===== src/rtl/sdram_read.sv =====
// sdram_read: fetches full-page SDRAM read bursts and packs halfword pairs into 32-bit FIFO words.
// Define SDRAM_READ_INPUT_REG_EN to register data_in once before capture (adds one cycle of latency).

`ifndef SDRAM_CMD_NOP
`define SDRAM_CMD_NOP       3'b111
`define SDRAM_CMD_ACTIVE    3'b011
`define SDRAM_CMD_READ      3'b101
`define SDRAM_CMD_WRITE     3'b100
`define SDRAM_CMD_TERM      3'b110
`define SDRAM_CMD_PRECHARGE 3'b010
`define SDRAM_CMD_REFRESH   3'b001
`define SDRAM_CMD_LOAD_MODE 3'b000
`endif
`ifndef T_CAS
`define T_CAS 2
`endif
`ifndef T_RCD
`define T_RCD 2
`endif
`ifndef T_RP
`define T_RP 2
`endif

// FIFO handshake: fifo_ready asks for a buffer to be filled; fifo_activate stays high while this
// block owns the buffer and drops once word_count reaches fifo_size; fifo_inactive allows IDLE.
module sdram_read (
  input  logic        clk,
  input  logic        rst,
  output logic [2:0]  command,
  output logic [11:0] address,
  output logic [1:0]  bank,
  input  logic [15:0] data_in,
  output logic [1:0]  data_mask,
  output logic        idle,
  input  logic        enable,
  input  logic [21:0] app_address,
  input  logic        auto_refresh,
  output logic        wait_for_refresh,
  output logic [31:0] fifo_data,
  output logic        fifo_write,
  input  logic        fifo_ready,
  output logic        fifo_activate,
  input  logic [23:0] fifo_size,
  input  logic        fifo_inactive,
  output logic [2:0]  debug_state
);

`ifdef SDRAM_READ_INPUT_REG_EN
  localparam int CAP_DEPTH = `T_CAS + 1;
`else
  localparam int CAP_DEPTH = `T_CAS;
`endif

  typedef enum logic [2:0] {
    IDLE            = 3'd0,
    WAIT            = 3'd1,
    ACTIVATE        = 3'd2,
    READ_COMMAND    = 3'd3,
    READ_BURST      = 3'd4,
    BURST_TERMINATE = 3'd5,
    DRAIN           = 3'd6,
    PRECHARGE       = 3'd7
  } state_t;

  state_t         state, state_n;
  logic [3:0]     delay, delay_n;
  logic [2:0]     command_n;
  logic [11:0]    address_n;
  logic [1:0]     bank_n;
  logic           wfr_n, fa_n;
  logic [23:0]    word_count, wc_n;
  logic [21:0]    read_address, ra_n;
  logic [7:0]     col_next;
  logic           bottom_half, bottom_n;
  // req_valid/req_bottom mark the halfword request currently on the bus
  logic           req_valid, req_valid_n, req_bottom, req_bottom_n;
  logic [CAP_DEPTH-1:0] valid_sr, bottom_sr;
  logic [15:0]    top_hold, cap_data;

  assign data_mask   = 2'b00;
  assign debug_state = state;
  assign idle        = (delay == 4'd0) && ((state == IDLE) || (state == WAIT));
  assign col_next    = read_address[7:0] + 8'd2;

  always_ff @(posedge clk) begin
    if (rst) begin
      state            <= IDLE;
      delay            <= '0;
      command          <= `SDRAM_CMD_NOP;
      address          <= '0;
      bank             <= '0;
      wait_for_refresh <= 1'b0;
      fifo_activate    <= 1'b0;
      word_count       <= '0;
      read_address     <= '0;
      bottom_half      <= 1'b0;
      req_valid        <= 1'b0;
      req_bottom       <= 1'b0;
    end else begin
      state            <= state_n;
      delay            <= delay_n;
      command          <= command_n;
      address          <= address_n;
      bank             <= bank_n;
      wait_for_refresh <= wfr_n;
      fifo_activate    <= fa_n;
      word_count       <= wc_n;
      read_address     <= ra_n;
      bottom_half      <= bottom_n;
      req_valid        <= req_valid_n;
      req_bottom       <= req_bottom_n;
    end
  end

  always_comb begin
    state_n      = state;
    delay_n      = delay;
    command_n    = `SDRAM_CMD_NOP;
    address_n    = address;
    bank_n       = bank;
    wfr_n        = 1'b0;
    fa_n         = fifo_activate;
    wc_n         = word_count;
    ra_n         = read_address;
    bottom_n     = bottom_half;
    req_valid_n  = 1'b0;
    req_bottom_n = 1'b0;
    if (delay != 4'd0) begin
      delay_n = delay - 4'd1;
    end else begin
      case (state)
        IDLE: begin
          wfr_n = 1'b1;
          if (enable || fifo_ready) begin
            ra_n    = app_address;
            state_n = WAIT;
          end
        end
        WAIT: begin
          if (auto_refresh) begin
            wfr_n = 1'b1;
          end else if (!fifo_activate) begin
            if (fifo_ready) begin
              fa_n = 1'b1;
              wc_n = '0;
            end else if (fifo_inactive && !enable) begin
              state_n = IDLE;
            end
          end else if (word_count >= fifo_size) begin
            fa_n    = 1'b0;
            delay_n = 4'd1;
          end else begin
            state_n = ACTIVATE;
          end
        end
        ACTIVATE: begin
          command_n = `SDRAM_CMD_ACTIVE;
          bank_n    = read_address[21:20];
          address_n = read_address[19:8];
          delay_n   = 4'(`T_RCD);
          state_n   = READ_COMMAND;
        end
        READ_COMMAND: begin
          command_n   = `SDRAM_CMD_READ;
          address_n   = {4'b0000, read_address[7:0]};
          req_valid_n = 1'b1;
          bottom_n    = 1'b1;
          state_n     = READ_BURST;
        end
        READ_BURST: begin
          // the burst continues on NOP; each cycle requests the next halfword
          req_valid_n  = 1'b1;
          req_bottom_n = bottom_half;
          if (bottom_half) begin
            ra_n     = read_address + 22'd2;
            wc_n     = word_count + 24'd1;
            bottom_n = 1'b0;
            if ((wc_n >= fifo_size) || (col_next == 8'h00) || auto_refresh)
              state_n = BURST_TERMINATE;
          end else begin
            bottom_n = 1'b1;
          end
        end
        BURST_TERMINATE: begin
          command_n = `SDRAM_CMD_TERM;
          state_n   = DRAIN;
        end
        DRAIN: begin
          if (!req_valid && (valid_sr == '0)) state_n = PRECHARGE;
        end
        PRECHARGE: begin
          command_n = `SDRAM_CMD_PRECHARGE;
          delay_n   = 4'(`T_RP);
          state_n   = WAIT;
        end
        default: state_n = IDLE;
      endcase
    end
  end

`ifdef SDRAM_READ_INPUT_REG_EN
  logic [15:0] data_q;
  always_ff @(posedge clk) begin
    if (rst) data_q <= '0;
    else     data_q <= data_in;
  end
  assign cap_data = data_q;
`else
  assign cap_data = data_in;
`endif

  // Tags follow each request down the CAS pipeline; the last stage lines up with its data.
  always_ff @(posedge clk) begin
    if (rst) begin
      valid_sr   <= '0;
      bottom_sr  <= '0;
      top_hold   <= '0;
      fifo_data  <= '0;
      fifo_write <= 1'b0;
    end else begin
      valid_sr   <= (valid_sr << 1) | CAP_DEPTH'(req_valid);
      bottom_sr  <= (bottom_sr << 1) | CAP_DEPTH'(req_bottom);
      fifo_write <= 1'b0;
      if (valid_sr[CAP_DEPTH-1]) begin
        if (bottom_sr[CAP_DEPTH-1]) begin
          fifo_data  <= {top_hold, cap_data};
          fifo_write <= 1'b1;
        end else begin
          top_hold <= cap_data;
        end
      end
    end
  end

endmodule


===== config.mk =====
export PLATFORM = sky130hd
export DESIGN_NAME = sdram_read
export DESIGN_NICKNAME = d
export VERILOG_FILES = /design/src/rtl/sdram_read.sv
export SDC_FILE = /design/constraint.sdc
export NUM_CORES = 1
export LEC_CHECK = 0
export BUFFER_PORTS_ARGS = -buffer_cell sky130_fd_sc_hd__buf_2
export CORE_ASPECT_RATIO = 1.75
export CORE_MARGIN = 2
export CORE_UTILIZATION = 51
export CTS_CLUSTER_SIZE = 28
export DETAILED_ROUTE_END_ITERATION = 8
export PLACE_DENSITY = 0.86
export SYNTH_ARGS = -nofsm -noshare
export SYNTH_HDL_FRONTEND = slang
export SYNTH_SLANG_ARGS = --single-unit
export TNS_END_PERCENT = 50

===== constraint.sdc =====
create_clock -name clk -period 2.9 [get_ports clk]
set_clock_uncertainty 0.1 [all_clocks]
set_input_delay 0.58 -clock clk [delete_from_list [all_inputs] [get_ports clk]]
set_output_delay 0.58 -clock clk [all_outputs]
set_load 0.02 [all_outputs]

==> flow_metrics.py <==
metrics = {
    "outcome": {
        "outcome": "complete, no violations",
    },
    "cts": {
        "numClockSinks": 128,
        "clkLatencyLatePin_ns": 0.42,
        "cts.path.max_buffers": 2,
        "cts-root-buf": "clkbuf_16",
        "htreeDepth": 4,
        "cts_buffers": 17,
        "clk_pin_slew_worst_paths_ns": 0.06,
        "cts_tree": "done",
    },
    "cells_and_area": {
        "regArea_mm2": 0.00257,
        "layout_common_cells": "145 x nand2_1, 122 x dfxtp_1, 122 x buf_2, 119 x a21oi_1, 67 x nor2_1",
        "stdcell_area_mm2": 0.00861,
        "postLayoutCoreUtil_pct": 64.3,
        "syn_to_final_growth_pct": 23.1,
        "drive_above_1_share_pct": 21.7,
        "finalNonFillerCells": 1220,
        "multi_input_area_mm2": 0.00411,
        "final_common_cell": "nand2_1",
        "fillers": 1150,
        "final_nets": 1151,
    },
    "global_route": {
        "grtUsageTotal_pct": 25.7,
        "gr-total-overflow": 0,
        "grt_max_degree": 66,
        "grt_pass1_wl_mm": 30.8,
        "grt_pass1_vias": 6602,
        "antenna_found_initial": 1,
    },
    "detailed_routing": {
        "firstDrtPassIters": 5,
        "avgRoutedWirePerCell_um": 15.8,
        "drcViolationCount": 0,
        "initialDrtViolationCount": 528,
        "viasPerCell": 5.79,
        "wl_mm": 19.3,
        "final_antenna_net_count": 0,
        "dr_total_vias": 7060,
    },
    "die": {
        "fp.dieH_um": 159,
        "rows": 56,
        "die-area_mm2": 0.0147,
        "start_util_pct": 52.3,
        "core_mm2": 0.0134,
        "fp.dieW_um": 92.5,
        "io-pin-count": 126,
    },
    "sta": {
        "finalCriticalPeriod_ns": 2.86,
        "finalHoldViolCount": 0,
        "whs_ns": 0.308,
        "timing.final.crit_share_pct": 98.8,
        "drv_slew": 0,
        "setup_tns_ns": 0,
        "setup_violations": 0,
        "rsz0062_at_grt": "true",
        "fmax_mhz": 349,
        "timing.slew.headroom_pct": 25.8,
        "fin_ws_ns": 0.0351,
        "worst_pin_slew_ns": 1.11,
    },
    "synthesis": {
        "ys_types": 68,
        "synthesis.area_mm2": 0.00699,
        "synth_seq_cells": 128,
        "syn_avg_cell_area_um2": 7.76,
        "synthMuxAreaShare_pct": 0.304,
        "synthFlopType": "dfxtp_1",
        "synth_compound_area_share_pct": 20.6,
        "yosys.area_share.simple_pct": 24.8,
        "synth-warning-count": 0,
        "synth_cells": 901,
        "synth-xor-area-share_pct": 3.13,
        "ys_seq_area_share_pct": 36.6,
        "synthAdderAreaFrac_pct": 9.13,
        "async_flop_share_pct": 0,
        "synth-edff-count": 0,
        "synth_top_family_by_area": "simple AND/OR/NAND/NOR gates",
    },
    "power": {
        "total_power_mw": 5.50,
        "p_per_area_mw_per_mm2": 639,
        "leakage_nw": 3.73,
        "peakVddDrop_uv": 427,
    },
    "place": {
        "dp.cells": 1184,
        "port_buffers": 123,
        "hpwlAfterDp_mm": 13.7,
        "placedInstanceArea_mm2": 0.00791,
        "place.gp.congestion": 1.02,
        "place_ws_ns": 0.00914,
    },
    "setup_path": {
        "critical_path_class": "flip-flop to flip-flop",
        "ff2ff_setup_slack_ns": 0.04,
        "worstSetupEndpointType": "flip-flop",
        "slowest_delay_ns": 0.43,
        "critPathLaunchType": "flip-flop",
        "critPathRequiredTime_ns": 3.09,
        "arrival_ns": 3.05,
        "critical_path.cell_chain": "and4_1 > and3_4 > nand4_1 > or3_4 > xnor2_1 > ha_1 > a2111oi_4 > nand3_1 > o32ai_2 > a221oi_2",
        "cp_slowest_cell": "or3_4",
        "rr_worst_depth": 10,
        "cp_max_fo": 3,
    },
    "run": {
        "maxCapViolCount": 0,
    },
    "worst_hold_path": {
        "hp-class": "input pin to flip-flop",
        "whs_path_depth": 3,
    },
}
-- cell usage after synthesis, types with 3 or more instances --
master | instances | area (µm²)
o31ai_1 | 3 | 22.5
a22oi_1 | 9 | 67.6
nand3b_1 | 7 | 52.6
and3_1 | 14 | 87.6
or3_1 | 10 | 62.6
nor2_1 | 67 | 251
clkbuf_1 | 35 | 131
a211oi_1 | 11 | 82.6
inv_1 | 33 | 124
nand3_1 | 30 | 150
o21ai_0 | 43 | 215
nand4_1 | 17 | 106
nor3_1 | 25 | 125
a221oi_1 | 10 | 87.6
xnor2_1 | 16 | 140
a21o_1 | 9 | 67.6
o311ai_0 | 3 | 26.3
dfxtp_1 | 128 | 2560
nor2b_1 | 7 | 43.8
nor3b_1 | 4 | 30.0
and2_1 | 8 | 50.1
nand2b_1 | 5 | 31.3
xor2_1 | 9 | 78.8
a31oi_1 | 7 | 43.8
nand2_1 | 145 | 544
a21oi_1 | 119 | 596
nor4_1 | 5 | 31.3
buf_2 | 15 | 75.1
a22o_1 | 5 | 43.8
buf_1 | 4 | 15.0
ha_1 | 51 | 638
and4_1 | 3 | 26.3
-- cell families (layout without fill, tap and decap cells) --
family | Yosys count | after routing
adder cells (fa/ha/maj) | 51 | 51
buffers and inverters | 91 | 234
AO/OA/AOI/OAI | 241 | 241
multiplexers | 2 | 2
AND/OR/NAND/NOR | 362 | 362
XOR/XNOR | 25 | 25
flip-flops | 128 | 128
other | 1 | 3
-- timing repair --
| item | in CTS | in global routing |
|---|---|---|
| buffers inserted | 0 | 3 |
| hold buffers | 0 | 0 |
| resized for setup | 2 | 14 |
| cloned | 0 | 0 |
| pin swaps | 0 | 9 |
| setup endpoints to repair | 1 | 1 |
-- where the power goes --
part | total, mW | internal (mW) | switching [mW]
clock | 2.21 | 1.31 | 0.901
combinational | 1.12 | 0.453 | 0.672
sequential | 2.16 | 1.93 | 0.237
total | 5.50 | 3.69 | 1.81
-- flip-flops by register name (all words and copies together) (netlist names), 2 cells and up --
register / count
bank: 2
delay: 4
address: 12
word_count: 24
valid_sr: 2
read_address: 22
bottom_sr: 2
top_hold: 16
fifo_data: 32
command: 3
debug_state: 3
-- metal layers --
| layer | part of all wire [%] | vias up | GRT usage [%] |
|---|---|---|---|
| li1 | - | 3456 | - |
| met1 | 37 | 3291 | 28.0 |
| met2 | 52 | 258 | 45.4 |
| met3 | 6.0 | 55 | 6.50 |
| met4 | 4.3 | 0 | 12.6 |
| met5 | 0 | - | 0 |
-- critical path, delay by kind of cell, from the launching register on --
family          cells  cell delay, ns
flops               1            0.33
xor+xnor            1            0.13
fa+ha+maj           1            0.35
compound gates      3            0.66
simple gates        5            1.17
-- worst paths after layout --
| path | from | to |
|---|---|---|
| min reg2reg | bottom_sr[0]$_SDFF_PP0_ | bottom_sr[1]$_SDFF_PP0_ |
| max | word_count[15]$_SDFFE_PP0P_ | debug_state[0]$_SDFFE_PP0P_ |
| min | data_in[10] | fifo_data[10]$_SDFFE_PP0P_ |
| max reg2reg | word_count[15]$_SDFFE_PP0P_ | debug_state[0]$_SDFFE_PP0P_ |
-- layout make-up --
cell class              instances  area share [%]
repair buffers                168            11.3
inverters                      34            1.48
multi-input cells             683            47.7
well taps                     174            2.53
clock buffers                  17            4.94
clock inverters                15            2.17
diodes                          1          0.0291
flip-flops and latches        128            29.9
(Power assumes the default switching activity.)
